## config.mk

```make
export PLATFORM = sky130hd
export DESIGN_NAME = conv_loop_ctrl
export DESIGN_NICKNAME = d
export VERILOG_FILES = /design/src/rtl/conv_loop_ctrl.sv
export SDC_FILE = /design/constraint.sdc
export NUM_CORES = 1
export LEC_CHECK = 0
export ABC_AREA = 1
export CAP_MARGIN = 15
export CORE_ASPECT_RATIO = 0.8
export CORE_MARGIN = 8
export CORE_UTILIZATION = 58
export CTS_BUF_LIST = sky130_fd_sc_hd__clkbuf_16
export CTS_CLUSTER_SIZE = 20
export DETAILED_ROUTE_END_ITERATION = 10
export PLACE_DENSITY_LB_ADDON = 0.1
export SETUP_SLACK_MARGIN = 0.15
export SKIP_LAST_GASP = 1
export SYNTH_ARGS = -nofsm -noshare
export SYNTH_HDL_FRONTEND = slang
export SYNTH_SLANG_ARGS = --single-unit
```

## constraint.sdc

```tcl
create_clock -name clk -period 5.2 [get_ports clk]
set_clock_uncertainty 0.1 [all_clocks]
set_input_delay 0.52 -clock clk [delete_from_list [all_inputs] [get_ports clk]]
set_output_delay 0.52 -clock clk [all_outputs]
set_load 0.02 [all_outputs]
```

## src/rtl/conv_loop_ctrl.sv

```systemverilog
// conv_loop_ctrl: convolution loop sequencer issuing ifm/weight reads, MAC strobes and ofm writes
module conv_loop_ctrl #(
  parameter int IN_W   = 32,
  parameter int K      = 5,
  parameter int OUT_CH = 6,
  parameter int IFM_AW = 10,
  parameter int W_AW   = 8,
  parameter int OFM_AW = 13
) (
  input  logic              clk,
  input  logic              rst,
  input  logic              en,
  output logic              done,
  output logic              rd_en,
  output logic [IFM_AW-1:0] ifm_addr,
  output logic [W_AW-1:0]   w_addr,
  output logic              mac_valid,
  output logic              acc_clr,
  output logic              acc_last,
  output logic              ofm_we,
  output logic [OFM_AW-1:0] ofm_addr,
  output logic [2:0]        oc_idx
);
  localparam int OUT_W = IN_W - K + 1;
  localparam int KW = K > 1 ? $clog2(K) : 1;
  localparam int OW = OUT_W > 1 ? $clog2(OUT_W) : 1;
  localparam int CW = OUT_CH > 1 ? $clog2(OUT_CH) : 1;
  typedef enum logic [1:0] {IDLE, RUN, DRAIN, DONE} state_t;
  state_t state_q, state_d;
  logic [KW-1:0] kx_q, kx_d, ky_q, ky_d;
  logic [OW-1:0] ox_q, ox_d, oy_q, oy_d;
  logic [CW-1:0] oc_q, oc_d;
  logic [OFM_AW-1:0] pix_q, pix_d;
  logic [2:0] oc_s_q;
  logic kx_end, ky_end, ox_end, oy_end, oc_end, tap_end, last_tap, abort;
  always_comb begin
    kx_end   = kx_q == KW'(K - 1);
    ky_end   = ky_q == KW'(K - 1);
    ox_end   = ox_q == OW'(OUT_W - 1);
    oy_end   = oy_q == OW'(OUT_W - 1);
    oc_end   = oc_q == CW'(OUT_CH - 1);
    tap_end  = kx_end && ky_end;
    last_tap = tap_end && ox_end && oy_end && oc_end;
    abort    = !en && state_q != IDLE;
    rd_en    = state_q == RUN;
    done     = state_q == DONE;
    state_d  = (state_q == IDLE && en) ? RUN :
               (state_q == RUN && last_tap) ? DRAIN :
               (state_q == DRAIN && ofm_we) ? DONE : state_q;
    kx_d = rd_en ? (kx_end ? '0 : kx_q + KW'(1)) : kx_q;
    ky_d = (rd_en && kx_end) ? (ky_end ? '0 : ky_q + KW'(1)) : ky_q;
    ox_d = (rd_en && tap_end) ? (ox_end ? '0 : ox_q + OW'(1)) : ox_q;
    oy_d = (rd_en && tap_end && ox_end) ? (oy_end ? '0 : oy_q + OW'(1)) : oy_q;
    oc_d = (rd_en && tap_end && ox_end && oy_end) ? (oc_end ? '0 : oc_q + CW'(1)) : oc_q;
    ifm_addr = IFM_AW'((32'(oy_q) + 32'(ky_q)) * IN_W + 32'(ox_q) + 32'(kx_q));
    w_addr   = W_AW'(32'(oc_q) * K * K + 32'(ky_q) * K + 32'(kx_q));
    pix_d    = OFM_AW'(32'(oc_q) * OUT_W * OUT_W + 32'(oy_q) * OUT_W + 32'(ox_q));
  end
  always_ff @(posedge clk) begin
    if (rst || abort) begin
      state_q   <= IDLE;
      kx_q      <= '0;
      ky_q      <= '0;
      ox_q      <= '0;
      oy_q      <= '0;
      oc_q      <= '0;
      mac_valid <= 1'b0;
      acc_clr   <= 1'b0;
      acc_last  <= 1'b0;
      pix_q     <= '0;
      oc_s_q    <= '0;
      ofm_we    <= 1'b0;
      ofm_addr  <= '0;
      oc_idx    <= '0;
    end else begin
      state_q   <= state_d;
      kx_q      <= kx_d;
      ky_q      <= ky_d;
      ox_q      <= ox_d;
      oy_q      <= oy_d;
      oc_q      <= oc_d;
      mac_valid <= rd_en;
      acc_clr   <= rd_en && kx_q == '0 && ky_q == '0;
      acc_last  <= rd_en && tap_end;
      pix_q     <= pix_d;
      oc_s_q    <= 3'(oc_q);
      ofm_we    <= acc_last;
      ofm_addr  <= pix_q;
      oc_idx    <= oc_s_q;
    end
  end
endmodule

```

### After elaboration in Yosys (flattened, before gate mapping)

Cells that the tools add are included.

* equality and inequality tests: 8
* mux-type cells: 8
* reduce and logical (&&, ||, !) cells: 23
* add/subtract/negate cells: 12
* multipliers: 6

Operator list (count)
* multiplier 3 x 3 -> 6 bit (second input constant): 3
* logical AND 1 bit: 14
* adder 13 x 10 -> 13 bit: 1
* adder 13 x 5 -> 13 bit: 1
* adder 10 x 3 -> 10 bit: 1
* adder 10 x 5 -> 10 bit: 1
* adder 5 x 1 -> 5 bit (second input constant): 2
* equality test 5 bit (second input constant): 2
* 2-to-1 mux 5 bit: 2
* adder 3 x 1 -> 3 bit (second input constant): 3
* equality test 3 bit (second input constant): 3
* multiplier 6 x 3 -> 9 bit (second input constant): 1
* 2-to-1 mux 3 bit: 3
* adder 8 x 3 -> 8 bit: 1
* adder 8 x 6 -> 8 bit: 1
* multiplier 5 x 3 -> 8 bit (second input constant): 1
* multiplier 6 x 3 -> 8 bit (second input constant): 1
* zero test 3 bit: 2
* adder 5 x 3 -> 5 bit: 1
* equality test 2 bit (second input constant): 2
* 2-to-1 mux 2 bit: 2
* nonzero test 2 bit: 2
* nonzero test 3 bit: 1
* equality test 2 x 1 -> 1 bit (second input constant): 1
* other kinds (5): 5

* word-level logic and storage cells: 72
* output and inout bits: 40
* bits in registers: 57
* input port bits: 3

### Depth between registers and ports, before layout

* depth in word-level cells: 8
* gate-level depth with buffers: 26
* gate-level depth less buffers: 26

### Worst setup path after synthesis

OpenSTA, ideal clock, no wires.

* path type: register to register
* from: reg oc_q[2]
* to: reg pix_q[12]
* clock period less this slack: 4.460 ns
* path buffers: 0
* cell stages (with the launch flop): 24
* setup time: 0.113 ns
* required time: 4.987 ns
* arrival: 4.248 ns
* slack: 0.740 ns
* cells stage by stage: dfxtp_1 > fa_1 > ha_1 > inv_1 > fa_1 > fa_1 > inv_1 > ha_1 > nand2_1 > nand2_1 > a21oi_1 > xnor2_1 > ha_1 > ha_1 > nand2_1 > inv_1 > a21oi_1 > nand2_1 > nand2_1 > nand2_1 > nand2_1 > nand2_1 > nand2_1 > nor2_1

* cells in the longest elaborated chain, start to end: 4

Ends and longest elaborated chain
* start, declared: RTL line 32 `logic [CW-1:0] oc_q, oc_d;`
* start signal, assigned: RTL line 66 `oc_q <= '0;`
* start signal, assigned: RTL line 81 `oc_q <= oc_d;`
* multiplier 3 x 3 -> 6 bit: RTL line 57 `pix_d = OFM_AW'(32'(oc_q) * OUT_W * OUT_W + 32'(oy_q) * OUT_W + 32'(ox_q));`
* multiplier 6 x 3 -> 9 bit: RTL line 57
* adder 13 x 10 -> 13 bit: RTL line 57
* adder 13 x 5 -> 13 bit: RTL line 57
* end signal, assigned: RTL line 85 `pix_q <= pix_d;`
* end, declared: RTL line 33 `logic [OFM_AW-1:0] pix_q, pix_d;`

No other way between the ends.
A chain may end at the register's enable or synchronous reset.

### Worst setup path after layout

* from: reg oc_q[0]
* to: out w_addr[7]

* cells in the longest elaborated chain, start to end: 4

Ends and longest elaborated chain
* multiplier 3 x 3 -> 6 bit: RTL line 56 `w_addr = W_AW'(32'(oc_q) * K * K + 32'(ky_q) * K + 32'(kx_q));`
* multiplier 6 x 3 -> 8 bit: RTL line 56
* adder 8 x 6 -> 8 bit: RTL line 56
* adder 8 x 3 -> 8 bit: RTL line 56
* end, declared: RTL line 16 `output logic [W_AW-1:0] w_addr,`

No other way between the ends.

==> results.toml <==
[synth]
ys_seq_area_share_pct = 26.2
synth_area_sq_um = 4350
ys_ff_latch = 57
synthDistinctLibCells = 33
synth.avg_cell_area_sq_um = 8.25
synth_warnings = 0
synth_ff_type = "dfxtp_1"
synth_top_area_share_pct = 26.2
synth_edf_count = 0
synth_area_leader_cell = "dfxtp_1"
netlist_top_cells_area = "dfxtp_1 (26%), ha_1 (22%), fa_1 (9.7%), inv_1 (9.0%), nand2_1 (6.5%)"
syn_inst = 528
synth.net_count = 628
async_reset_ff_share_pct = 0

[flow_run]
cap_viol_max_count = 0

[placement]
dp.cells = 657
place_congestion = 0.852
numPortBuffers = 42
place_ws_ns = 0.372
place_area_sq_um = 4870
post-dp-hpwl_mm = 6.99

[floorplan]
pin_count = 43
die_h_um = 93.5
fp.dieArea_sq_um = 10600
core_area_sq_um = 7320
num_rows = 28
die_w_um = 113
start_util_pct = 59.5

[sta]
finalSetupViolCount = 0
maxSlewHeadroom_pct = 53.7
worst_slack_ns = 0.403
fin_setup_tns_ns = 0
layout_min_cycle_time_ns = 4.80
slew_viol_final = 0
hold_violations = 0
fmax_ghz = 0.208
min_period_over_period_pct = 92.2
worst_pin_slew_ns = 0.694
fin_hold_ws_ns = 0.307
rsz0062_at_grt = "yes"

[cells_and_area]
final_cell_mix = "inv_1 (105), ha_1 (76), nand2_1 (74)"
stdcell_count = 673
drive_above_1_share_pct = 7.03
final_common_cell = "inv_1"
syn_to_final_growth_pct = 18.8
final_area_sq_um = 5170
antenna_cells = 0
fin_util_pct = 70.6
fill_cells = 594
nNetsFinal = 678

[clock_network]
numCtsBuffers = 9
cts_max_path_buffers = 2
postCtsSetupBuffers = 0
root_buffer = "clkbuf_16"
clk_pin_slew_ns = 0.05
clk_latency_ns = 0.32
cts_hold_buf = 0
h-tree-depth = 3
cts_sinks = 57
cts_tree = "done"

[global_route]
grt_max_degree = 35
grt-ovfl-total = 0
antenna_found_initial = 0
use_met3_pct = 4.12
grtUsageTotal_pct = 18.5
grt.met1_usage_pct = 22.2
met2_usage_pct = 32.5
grt-busiest-layer = "met2"
grt_pass1_wl_mm = 15.9
grt_pass1_vias = 3402

[routing]
vias_per_cell = 5.00
post_drt_wl_per_cell_um = 13.4
drtPass1Iterations = 4
vias = 3365
drcViolationCount = 0
ant_nets = 0
drtIter0Drc = 133
drt_wl_total_mm = 9.02

[power_and_ir_drop]
ir_drop_mv = 0.154
p_per_area_nw_per_um2 = 214
finalPower_mw = 1.11
p_leak_nw = 2.80

[setup_path]
critPathSlowestCell = "fa_1"
cp-end-kind = "primary output"
cpPeakStageDelay_ns = 0.49
crit_type = "flop to primary output"
cpMostUsedCell = "ha_1"
path_cells = "ha_1 -> ha_1 -> ha_1 -> xnor2_1 -> ha_1 -> fa_1 -> ha_1 -> ha_1 -> a21oi_1 -> nand2_1 -> a21oi_1 -> nor2_1 -> nor2_1 -> xor2_1 -> dlygate4sd2_1"
crit_arrival_ns = 4.18
start_kind = "flop"
rr_startpoint = "oc_q[2]"
crit_path_start = "oc_q[0]"
worst-path-max-fanout = 7
required_ns = 4.58

[hold_path]
hold_class = "flop to flop"
hold_path.startpoint = "pix_q[9]"

[outcome]
status = "finished clean"
==> cells in the mapped netlist, drive strengths merged, types with 5 or more instances <==
master,instances
xor2,26
a21oi,34
nor2,50
nand2,81
nand4,8
o21ai,15
xnor2,8
nand3,20
fa,21
inv,110
dfxtp,57
ha,76
buf,5
==> where the power goes <==
part	internal (mW)	switching (mW)
combinational	0.0321	0.0577
sequential	0.444	0.00784
clock	0.365	0.201
==> cells by family after synthesis <==
| kind of cell | Yosys count | share of synthesized area [%] |
|---|---|---|
| flops | 57 | 26.2 |
| simple gates | 164 | 17.2 |
| compound gates | 60 | 7.85 |
| fa+ha+maj | 97 | 31.5 |
| xor+xnor | 34 | 6.84 |
| buf+inv | 116 | 10.4 |
==> critical path: cells and delay by family, from the launching register on <==
kind                       cells  cell delay (ns)
AOI/OAI and AO/OA              2             0.29
DFF                            1             0.36
adders and majority gates      7             2.25
and+or+nand+nor                3             0.24
xor gates and xnor gates       2             0.34
buffers and inverters          1             0.36
==> per-layer routing <==
layer	vias up	routed length [um]
met5	-	0
met4	0	111
met3	12	373
met2	49	4250
met1	1557	4280
li1	1747	-
==> timing repair <==
action	CTS	global route
pin swaps	0	0
setup endpoints to repair	1	2
cloned	0	0
resized for setup	2	4
==> area by class of cell <==
class	count	area, sq um	area share [%]
Sequential cell	57	1140	22.1
Timing Repair Buffer	44	440	8.51
Clock inverter	7	62.6	1.21
Clock buffer	9	225	4.35
Inverter	111	424	8.20
Multi-Input combinational cell	355	2760	53.4
Tap cell	90	113	2.18
==> flip-flops by register name (all words and copies together) (netlist names), 2 cells and up <==
register / cells
pix_q: 13
kx_q: 3
oc_idx: 3
oc_q: 3
ox_q: 5
ofm_addr: 13
state_q: 2
oc_s_q: 3
oy_q: 5
ky_q: 3
==> path summary, 6_finish.rpt <==
check | endpoint | slack (ns) | depth (start not counted)
worst max register to register | pix_q[12] | 0.45 | 23
worst min-delay path | ofm_addr[9] | 0.31 | 2
worst min register to register | ofm_addr[9] | 0.31 | 2
worst max-delay path | w_addr[7] | 0.40 | 15
Power figures use the tool's default switching activity.
==> RTL edit, RTL diff (config.mk and constraints unchanged) <==
Register the input `en` before use. The logic sees it one clock later.
--- a/src/rtl/conv_loop_ctrl.sv
+++ b/src/rtl/conv_loop_ctrl.sv
@@ -26,6 +26,13 @@
   localparam int OW = OUT_W > 1 ? $clog2(OUT_W) : 1;
   localparam int CW = OUT_CH > 1 ? $clog2(OUT_CH) : 1;
   typedef enum logic [1:0] {IDLE, RUN, DRAIN, DONE} state_t;
+
+  logic en_q;
+
+  always_ff @(posedge clk) begin
+    en_q <= en;
+  end
+
   state_t state_q, state_d;
   logic [KW-1:0] kx_q, kx_d, ky_q, ky_d;
   logic [OW-1:0] ox_q, ox_d, oy_q, oy_d;
@@ -41,10 +48,10 @@
     oc_end   = oc_q == CW'(OUT_CH - 1);
     tap_end  = kx_end && ky_end;
     last_tap = tap_end && ox_end && oy_end && oc_end;
-    abort    = !en && state_q != IDLE;
+    abort    = !en_q && state_q != IDLE;
     rd_en    = state_q == RUN;
     done     = state_q == DONE;
-    state_d  = (state_q == IDLE && en) ? RUN :
+    state_d  = (state_q == IDLE && en_q) ? RUN :
                (state_q == RUN && last_tap) ? DRAIN :
                (state_q == DRAIN && ofm_we) ? DONE : state_q;
     kx_d = rd_en ? (kx_end ? '0 : kx_q + KW'(1)) : kx_q;
Behaviour: not the same (a bounded check fails within 4 cycles, from zero or initial values).
==> RTL edit against the original RTL <==
Routed wire length is 2.4% lower; sequential cell count is 1 higher; die area is 0.39% higher; total power is 5.4% higher; design area is 0.92% higher; cell count is 0.30% higher; setup slack better by 0.0084 ns; synthesized area is 0.46% higher; sequential share of layout area is 0.21 points higher; clock power is 9.2% higher; first-iteration DRC count is 50% higher.
==> RTL edit: results (changes against the original RTL) <==
metric	value	unit	change
outcome	finished, final reports clean		
area of placed instances	4902	um2	+0.56%
CP Max Fanout	8		+1
syn avg cell area	8.269	um2	+0.27%
RR Startpoint	oc_q[0]		
non-clk buf share	0.08461		-0.0005358
sequential cell count	58		+1.8%
met2 WL	4167	um	-1.9%
Resize count post-CTS	3		+1
Max VDD drop	0.0002079	V	+35%
Static Leak	2.804	nW	+0.32%
Hold Crit Start	pix_q[1]		
GP Congestion	0.8297		-2.7%
Layout Nets	680		+0.29%
Routed WL	8802	um	-2.4%
combinational share of power	0.077		-0.004
sw power	0.2691	mW	+1.1%
critical path arrival	4.17	ns	about the same
Synth top cells by count	104 x inv_1, 76 x ha_1, 75 x nand2_1		
fillers	610		+2.7%
fraction of area in multi-input gates	0.5300		-0.004389
global-route wire length before repair	15790	um	-0.48%
GRT met3 Usage	0.05395		+0.01274
GRT Total Usage	0.1832		-0.002028
Post-Syn Nets	629		+0.16%
WL per Instance	13.04	um	-2.7%
sequential share of cell area	0.2232		+0.002061
multi-input logic area	2766	um2	about the same
nonclk buf count	45		+2.3%
total sequential power	0.460	mW	+2%
dpl hpwl	6725	um	-3.8%
via-per-instance ratio	5.007		+0.15%
synthesis-to-finish area growth	19.34	%	
vias in the first global route	3487		+2.5%
CP peak stage delay	0.62	ns	+0.13 ns
R2R setup slack	0.61	ns	+0.16 ns
fraction of layout cells with a size suffix above 1	0.07521		+0.004888
Iter 0 DRT Violations	199		+50%
clk cell area share	0.05944		+0.003808
Global Route met2 Usage	0.3111		-0.01413
Synth area leaders	dfxtp_1 27%, ha_1 22%, fa_1 9.6%		
-- RTL edit: worst max-delay path by stage --
| stage | start | end | slack (ns) | cells past startpoint |
|---|---|---|---|---|
| floorplan | oc_q[2] | pix_q[12] | 0.74 | 23 |
| global placement | oc_q[0] | w_addr[7] | 0.55 | 15 |
| detailed placement | oc_q[0] | w_addr[7] | 0.41 | 15 |
| CTS | oc_q[0] | w_addr[6] | 0.36 | 12 |
| global route | oc_q[0] | w_addr[7] | 0.16 | 15 |
| finish | oc_q[0] | w_addr[6] | 0.41 | 12 |
-- RTL edit: logic make-up (layout without fill, tap and decap cells) --
kind of cell | count (synthesis) | after routing | synth area share
compound gates | 60 | 60 | 0.07809
xor+xnor | 34 | 34 | 0.06808
fa+ha+maj | 97 | 97 | 0.3135
buf+inv | 116 | 172 | 0.1033
flops | 58 | 58 | 0.2654
simple gates | 164 | 164 | 0.1716
